### src/rtl/proyecto_top.sv
// proyecto_top: 24-hour time-of-day core driven by a 1 Hz prescaler tick.
// Ports:
//   clk       system clock, all state updates on the rising edge
//   rst_n     asynchronous active-low reset
//   run       1 = prescaler and time fields advance, 0 = frozen
//   set_en    load strobe for the field chosen by set_sel
//   set_sel   0 = seconds, 1 = minutes, 2 = hours, 3 = no-op
//   set_value value to load, clamped to the field maximum
//   value1    seconds 0..59
//   value2    minutes 0..59
//   value3    hours 0..23
//   tick      one-cycle pulse coincident with each seconds advance
module proyecto_top #(
  parameter int         CLK_HZ = 25_000_000,
  parameter logic [5:0] INIT   = 6'd1
) (
  input  logic       clk,
  input  logic       rst_n,
  input  logic       run,
  input  logic       set_en,
  input  logic [1:0] set_sel,
  input  logic [5:0] set_value,
  output logic [5:0] value1,
  output logic [5:0] value2,
  output logic [5:0] value3,
  output logic       tick
);
  localparam int PW = CLK_HZ > 1 ? $clog2(CLK_HZ) : 1;
  localparam logic [PW-1:0] TC = PW'(CLK_HZ - 1);
  logic [PW-1:0] pre;
  logic          load;
  logic          wrap;
  logic          s_max;
  logic          m_max;
  logic          h_max;
  logic [5:0]    lim59;
  logic [5:0]    lim23;
  assign load  = set_en && set_sel != 2'd3;
  assign wrap  = run && pre == TC;
  assign s_max = value1 == 6'd59;
  assign m_max = value2 == 6'd59;
  assign h_max = value3 == 6'd23;
  assign lim59 = set_value > 6'd59 ? 6'd59 : set_value;
  assign lim23 = set_value > 6'd23 ? 6'd23 : set_value;
  // A load takes priority over a coincident wrap: no carry, no tick, and the
  // prescaler restarts so the following second is a full period.
  always_ff @(posedge clk or negedge rst_n)
    if (!rst_n) begin
      pre    <= '0;
      value1 <= '0;
      value2 <= '0;
      value3 <= INIT;
      tick   <= 1'b0;
    end else begin
      tick <= wrap && !load;
      if (load || wrap) pre <= '0;
      else if (run) pre <= pre + 1'b1;
      if (load) begin
        if (set_sel == 2'd0) value1 <= lim59;
        if (set_sel == 2'd1) value2 <= lim59;
        if (set_sel == 2'd2) value3 <= lim23;
      end else if (wrap) begin
        value1 <= s_max ? 6'd0 : value1 + 1'b1;
        if (s_max) value2 <= m_max ? 6'd0 : value2 + 1'b1;
        if (s_max && m_max) value3 <= h_max ? 6'd0 : value3 + 1'b1;
      end
    end
endmodule

### config.mk
export PLATFORM = sky130hd
export DESIGN_NAME = proyecto_top
export DESIGN_NICKNAME = d
export VERILOG_FILES = /design/src/rtl/proyecto_top.sv
export SDC_FILE = /design/constraint.sdc
export NUM_CORES = 1
export LEC_CHECK = 0
export ABC_AREA = 1
export CAP_MARGIN = 20
export CORE_ASPECT_RATIO = 1.2
export CORE_MARGIN = 1.5
export CORE_UTILIZATION = 36
export CTS_CLUSTER_DIAMETER = 120
export CTS_CLUSTER_SIZE = 28
export DETAILED_ROUTE_END_ITERATION = 10
export DONT_BUFFER_PORTS = 1
export PLACE_DENSITY = 0.64
export SLEW_MARGIN = 20
export SYNTH_ARGS = -nofsm -noshare
export SYNTH_HDL_FRONTEND = slang
export SYNTH_SLANG_ARGS = --single-unit
### constraint.sdc
create_clock -name clk -period 1.5 [get_ports clk]
set_input_delay 0.225 -clock clk [delete_from_list [all_inputs] [get_ports clk]]
set_output_delay 0.225 -clock clk [all_outputs]
set_load 0.02 [all_outputs]
After elaboration in Yosys (flattened, before gate mapping):

Cells that the tools add are included.

* output and inout bits: 19
* memories kept: 0
* latch bits: 0
* bits in read-only memories: 0
* RAM bits: 0
* register bits after elaboration: 44
* logic and storage cells: 53
* bits of input ports: 12

* $lt $le $gt $ge: 2
* $add $sub $neg: 4
* shift-type cells: 0
* $mul: 0
* bitwise logic cells: 0
* reductions and logical operators: 14
* mux-type cells: 18
* div/mod/pow operators: 0
* eq/ne operators: 10

Operators with widths (count)
* 6-bit 2-to-1 mux: 16
* 25-bit 2-to-1 mux: 2
* 25-bit by 1-bit adder with 25-bit output (second input constant): 1
* 25-bit == test (second input constant): 1
* 6-bit by 1-bit adder with 6-bit output (second input constant): 3
* 6-bit == test (second input constant): 2
* 2-bit nonzero test: 4
* 6-bit by 5-bit == test with 1-bit output (second input constant): 1
* 6-bit by 5-bit > comparator with 1-bit output (second input constant): 1
* 6-bit > comparator (second input constant): 1
* 2-bit by 1-bit != test with 1-bit output (second input constant): 3
* 3-bit AND reduction: 2
* 1-bit logical AND: 4
* 2-bit by 1-bit == test with 1-bit output (second input constant): 1
* 2-bit == test (second input constant): 1
* 2-bit zero test: 1
* 2-bit != test (second input constant): 1
* 2-bit AND reduction: 1
* 1-bit zero test: 1
* 1-bit logical OR: 1

Longest topological paths before layout:

* word-level depth: 5
* depth in mapped cells: 10
* depth with buffers taken out: 10

Least setup slack after synthesis:

OpenSTA, ideal clock, no wires.

* path type: flip-flop to flip-flop
* start: register value2[0]
* end: register value3[3]
* path slack: -0.102 ns
* arrival: 1.484 ns
* clock period less this slack: 1.602 ns
* library setup time: 0.118 ns
* buffers on the path: 0
* stages on the path, launching flop included: 9
* cell sequence: dfrtp_1 -> ha_1 -> nand2_1 -> o21ai_0 -> nand2_1 -> nor2_4 -> nand2_2 -> nand2_1 -> nand2_1

* cells in the longest elaborated chain, start to end: 4

Ends and longest elaborated chain
* start: declaration: line 24 `output logic [5:0] value2,`
* start signal: assignment: line 60 `if (set_sel == 2'd1) value2 <= lim59;`
* start signal: assignment: line 64 `if (s_max) value2 <= m_max ? 6'd0 : value2 + 1'b1;`
* 6-bit == test: line 41 `assign m_max = value2 == 6'd59;`
* 1-bit logical AND: line 65 `if (s_max && m_max) value3 <= h_max ? 6'd0 : value3 + 1'b1;`
* 2-bit nonzero test (no source line)
* 3-bit AND reduction (no source line)
* end signal: assignment: line 61 `if (set_sel == 2'd2) value3 <= lim23;`
* end signal: assignment: line 65
* end: declaration: line 25 `output logic [5:0] value3,`

No other way between the ends.
A chain may end at the register's enable or synchronous reset.

Worst setup path after layout:

* start: register pre[0]
* end: register pre[24]

* cells in the longest elaborated chain, start to end: 4
* elaborated cells between the ends (all ways): 7
* classes of those cells: add/sub: 1; eq/ne: 1; mux: 2; reduce/logical: 3

Ends and longest elaborated chain
* start: declaration: line 30 `logic [PW-1:0] pre;`
* start signal: assignment: line 57 `else if (run) pre <= pre + 1'b1;`
* parallel branches: the longest is 4 deep, another holds 25-bit by 1-bit adder with 25-bit output

Parallel ways; which one is timed is not known. The select of a mux whose other input is x is not followed.

==> summary.txt <==
Clocking
  – H-tree levels: 2
  – CTS tree: done
  – Skew-Pair Late Insertion Delay: 300 ps
  – Deepest clock path buffer count: 2
  – Clk sinks: 44
  – Clock transition at the registers of the reported paths: 90 ps
  – Clk root buf: clkbuf_8
  – Total CTS buffers: 5

GRT
  – GRT Residual Overflow: 0
  – Gr usage total: 19.51%
  – First-pass GRT wire length: 13.70 mm
  – Initial antenna violation count: 0
  – Vias in the first global route: 3007
  – Largest net degree at the start of global routing: 45

Floorplan
  – Die extent in y: 102.0 um
  – DIE WIDTH: 85.52 um
  – DIE AREA: 0.008724 mm2
  – Cell Rows: 35
  – Core area: 0.007795 mm2
  – Starting density of the core: 37.74%
  – Top-level I/O count: 31

Pwr
  – Leakage Power: 1.703 nW
  – Clock power frac: 23.7%
  – Sw power: 1.170 mW
  – Sw frac: 35.44%
  – Peak supply drop: 495.9 uV
  – Internal Pwr Total: 2.132 mW
  – Power density cells: 901.5 mW/mm2
  – Comb power frac: 32.6%
  – Part of the power in registers: 43.6%

Critical path
  – Critical Path Sink Type: register
  – Worst setup path class: register to register
  – CP max stage cell: dfrtp_1
  – Crit start category: register
  – Critical Path RT: 1680 ps
  – Worst reg-to-reg path cell count: 11
  – Critical-path cell list: ha_4 > nand2_4 > nor2_4 > nand2_2 > nor2_4 > nand2_4 > nand2_8 > buf_8 > inv_6 > nand2_1 > nor2_1
  – Slowest stage delay, CP: 420 ps
  – Critical path arrival: 1720 ps
  – CP Max Fanout: 8

Route
  – DR pass1 iterations: 8
  – WL per Instance: 13.57 um
  – DR DRC count: 2
  – DR vias: 2948
  – Vias per cell: 5.127
  – Total Wirelength: 7.803 mm
  – Routed Antenna Nets: 0
  – 1st-iter DRT viols: 168

STA
  – Fin Setup TNS: -126.5 ps
  – Period utilisation layout: 102.5%
  – Final min period: 1537 ps
  – Slew Limit Fails: 0
  – Least-Margin Pin Slew: 274.6 ps
  – RSZ-0062 raised after global routing: yes
  – Finish-stage setup viols: 9
  – Final Hold Fails: 0
  – Slew headroom: 81.50%
  – Post-route setup slack: -37.25 ps
  – Clock skew: 8.756 ps
  – Hold_ws: 60.74 ps
  – Fmax achieved: 650.5 MHz

Min path
  – Hold crit path type: input port to register
  – Hold Path Cell Cnt: 2

Cells and area
  – Diode count: 0
  – Nets: 498
  – Share of cells above drive strength 1: 23.19%
  – Area growth, synth to finish: 24.54%

Status
  – Failing checks: DRC, setup timing
  – Outcome: finished, violations left

Job
  – Max-cap violations: 0

Placement
  – Input/output buffers: 0
  – Dpl hpwl: 5.779 mm
  – RD Place Congestion: 0.8972

Logic synthesis
  – Synth cell types: 31
  – Cells after Synth: 432
  – Post-Syn Area: 0.002942 mm2
  – Syn nets: 448
  – Seq/Total Area, Yosys: 37.47%
  – Synth Warn #: 0
  – Seq cells post-synth: 44
  – Syn Area/Cell: 6.809 um2
[synth_stat cells, drive strengths merged]
cell,number,share of area [%]
nand2,139,19
xnor2,8,2.4
nand3,53,9.2
or2,2,0.43
buf,8,2.0
nor3,7,1.2
ha,4,1.7
xor2,7,2.1
clkbuf,1,0.13
dfstp,1,0.89
o21ai,16,2.7
nor3b,1,0.26
o211ai,1,0.26
o31ai,1,0.26
dfrtp,43,37
nand4,16,3.4
o21bai,2,0.51
a21oi,6,1.0
nor2,70,10
inv,46,5.9
[metal layers]
metal,share of wire (%),wire length (um),vias up,track usage [%]
li1,-,-,1478,-
met1,42,3281,1392,22.85
met2,52,4038,67,36.16
met3,4.6,361,11,4.200
met4,1.6,122,0,4.963
met5,0,0,-,0
[cell type report]
type                    count  area (um2)
multi-input cells         333        1742
clock inverters             2       10.01
inverters                  46       177.7
well taps                  92       115.1
clock buffers               6       82.58
repair buffers             52       424.2
flip-flops and latches     44        1112
fillers                   797        4131
[logic make-up after synthesis]
family,share of synthesized area (%)
and+or+nand+nor,43.64
adders and majority gates,1.701
AOI/OAI and AO/OA,4.764
xor gates and xnor gates,4.466
buffers and inverters,7.954
DFF,37.47
[critical path: cells and delay by family (launching register included)]
kind,cells,cell delay (ps)
adders and majority gates,1,180
buffers and inverters,2,180
DFF,1,420
and+or+nand+nor,8,630
[metrics by stage]
step	setup WS (ps)	std cells	cell area [um2]	total power, mW	util, %
detailed placement	-77.76	559	3331	2.457	42.73
finish	-37.25	575	3664	3.303	47.00
global route	-92.50	575	3664	3.560	47.00
global placement	-46.12	559	3331	2.441	42.73
CTS	-52.81	573	3538	3.317	45.39
floorplan	13.72	432	2947	2.098	-
[cells in the final DEF, fill, tap and decap left out, drive strengths merged]
master,n
o211ai,1
clkbuf,6
o21ai,16
a21oi,6
xor2,7
inv,46
o31ai,1
nand4,16
dfrtp,43
dlygate4sd3,1
nor3b,1
nand3,53
ha,4
nor2,70
nand2,139
clkinv,2
dfstp,1
o21bai,2
or2,2
xnor2,8
buf,51
nor3,7
[path summary, 6_finish.rpt]
| path | start | to | slack (ps) |
|---|---|---|---|
| worst min-delay path | run | pre[1] | 60 |
| worst max register to register | pre[0] | pre[24] | -40 |
| worst max-delay path | pre[0] | pre[24] | -40 |
| min in group asynchronous | rst_n | pre[1] | 410 |
| max in group asynchronous | rst_n | value3[0] | 790 |
| worst min register to register | pre[23] | pre[23] | 540 |
[state kept, by name, summed over array words and instances (netlist names)]
register and count:
value1 6, value3 6, tick 1, value2 6
pre 25
[power by group through the flow]
stage / logic (mW) / clock network, mW / registers (mW)
floorplan: 0.435 / 0 / 1.66
global placement: 0.989 / 0 / 1.45
detailed placement: 1.00 / 0 / 1.46
CTS: 1.06 / 0.821 / 1.44
global route: 1.21 / 0.886 / 1.46
finish: 1.08 / 0.784 / 1.44
[timing repair]
action | CTS | global route
buffers inserted | 4 | 2
pin swaps | 8 | 13
endpoints found under the setup margin | 43 | 44
hold buffers | 2 | 0
resized for setup | 15 | 31
gates cloned | 0 | 0
hold endpoints to repair | 44 | 0
Power figures use the tool's default switching activity.
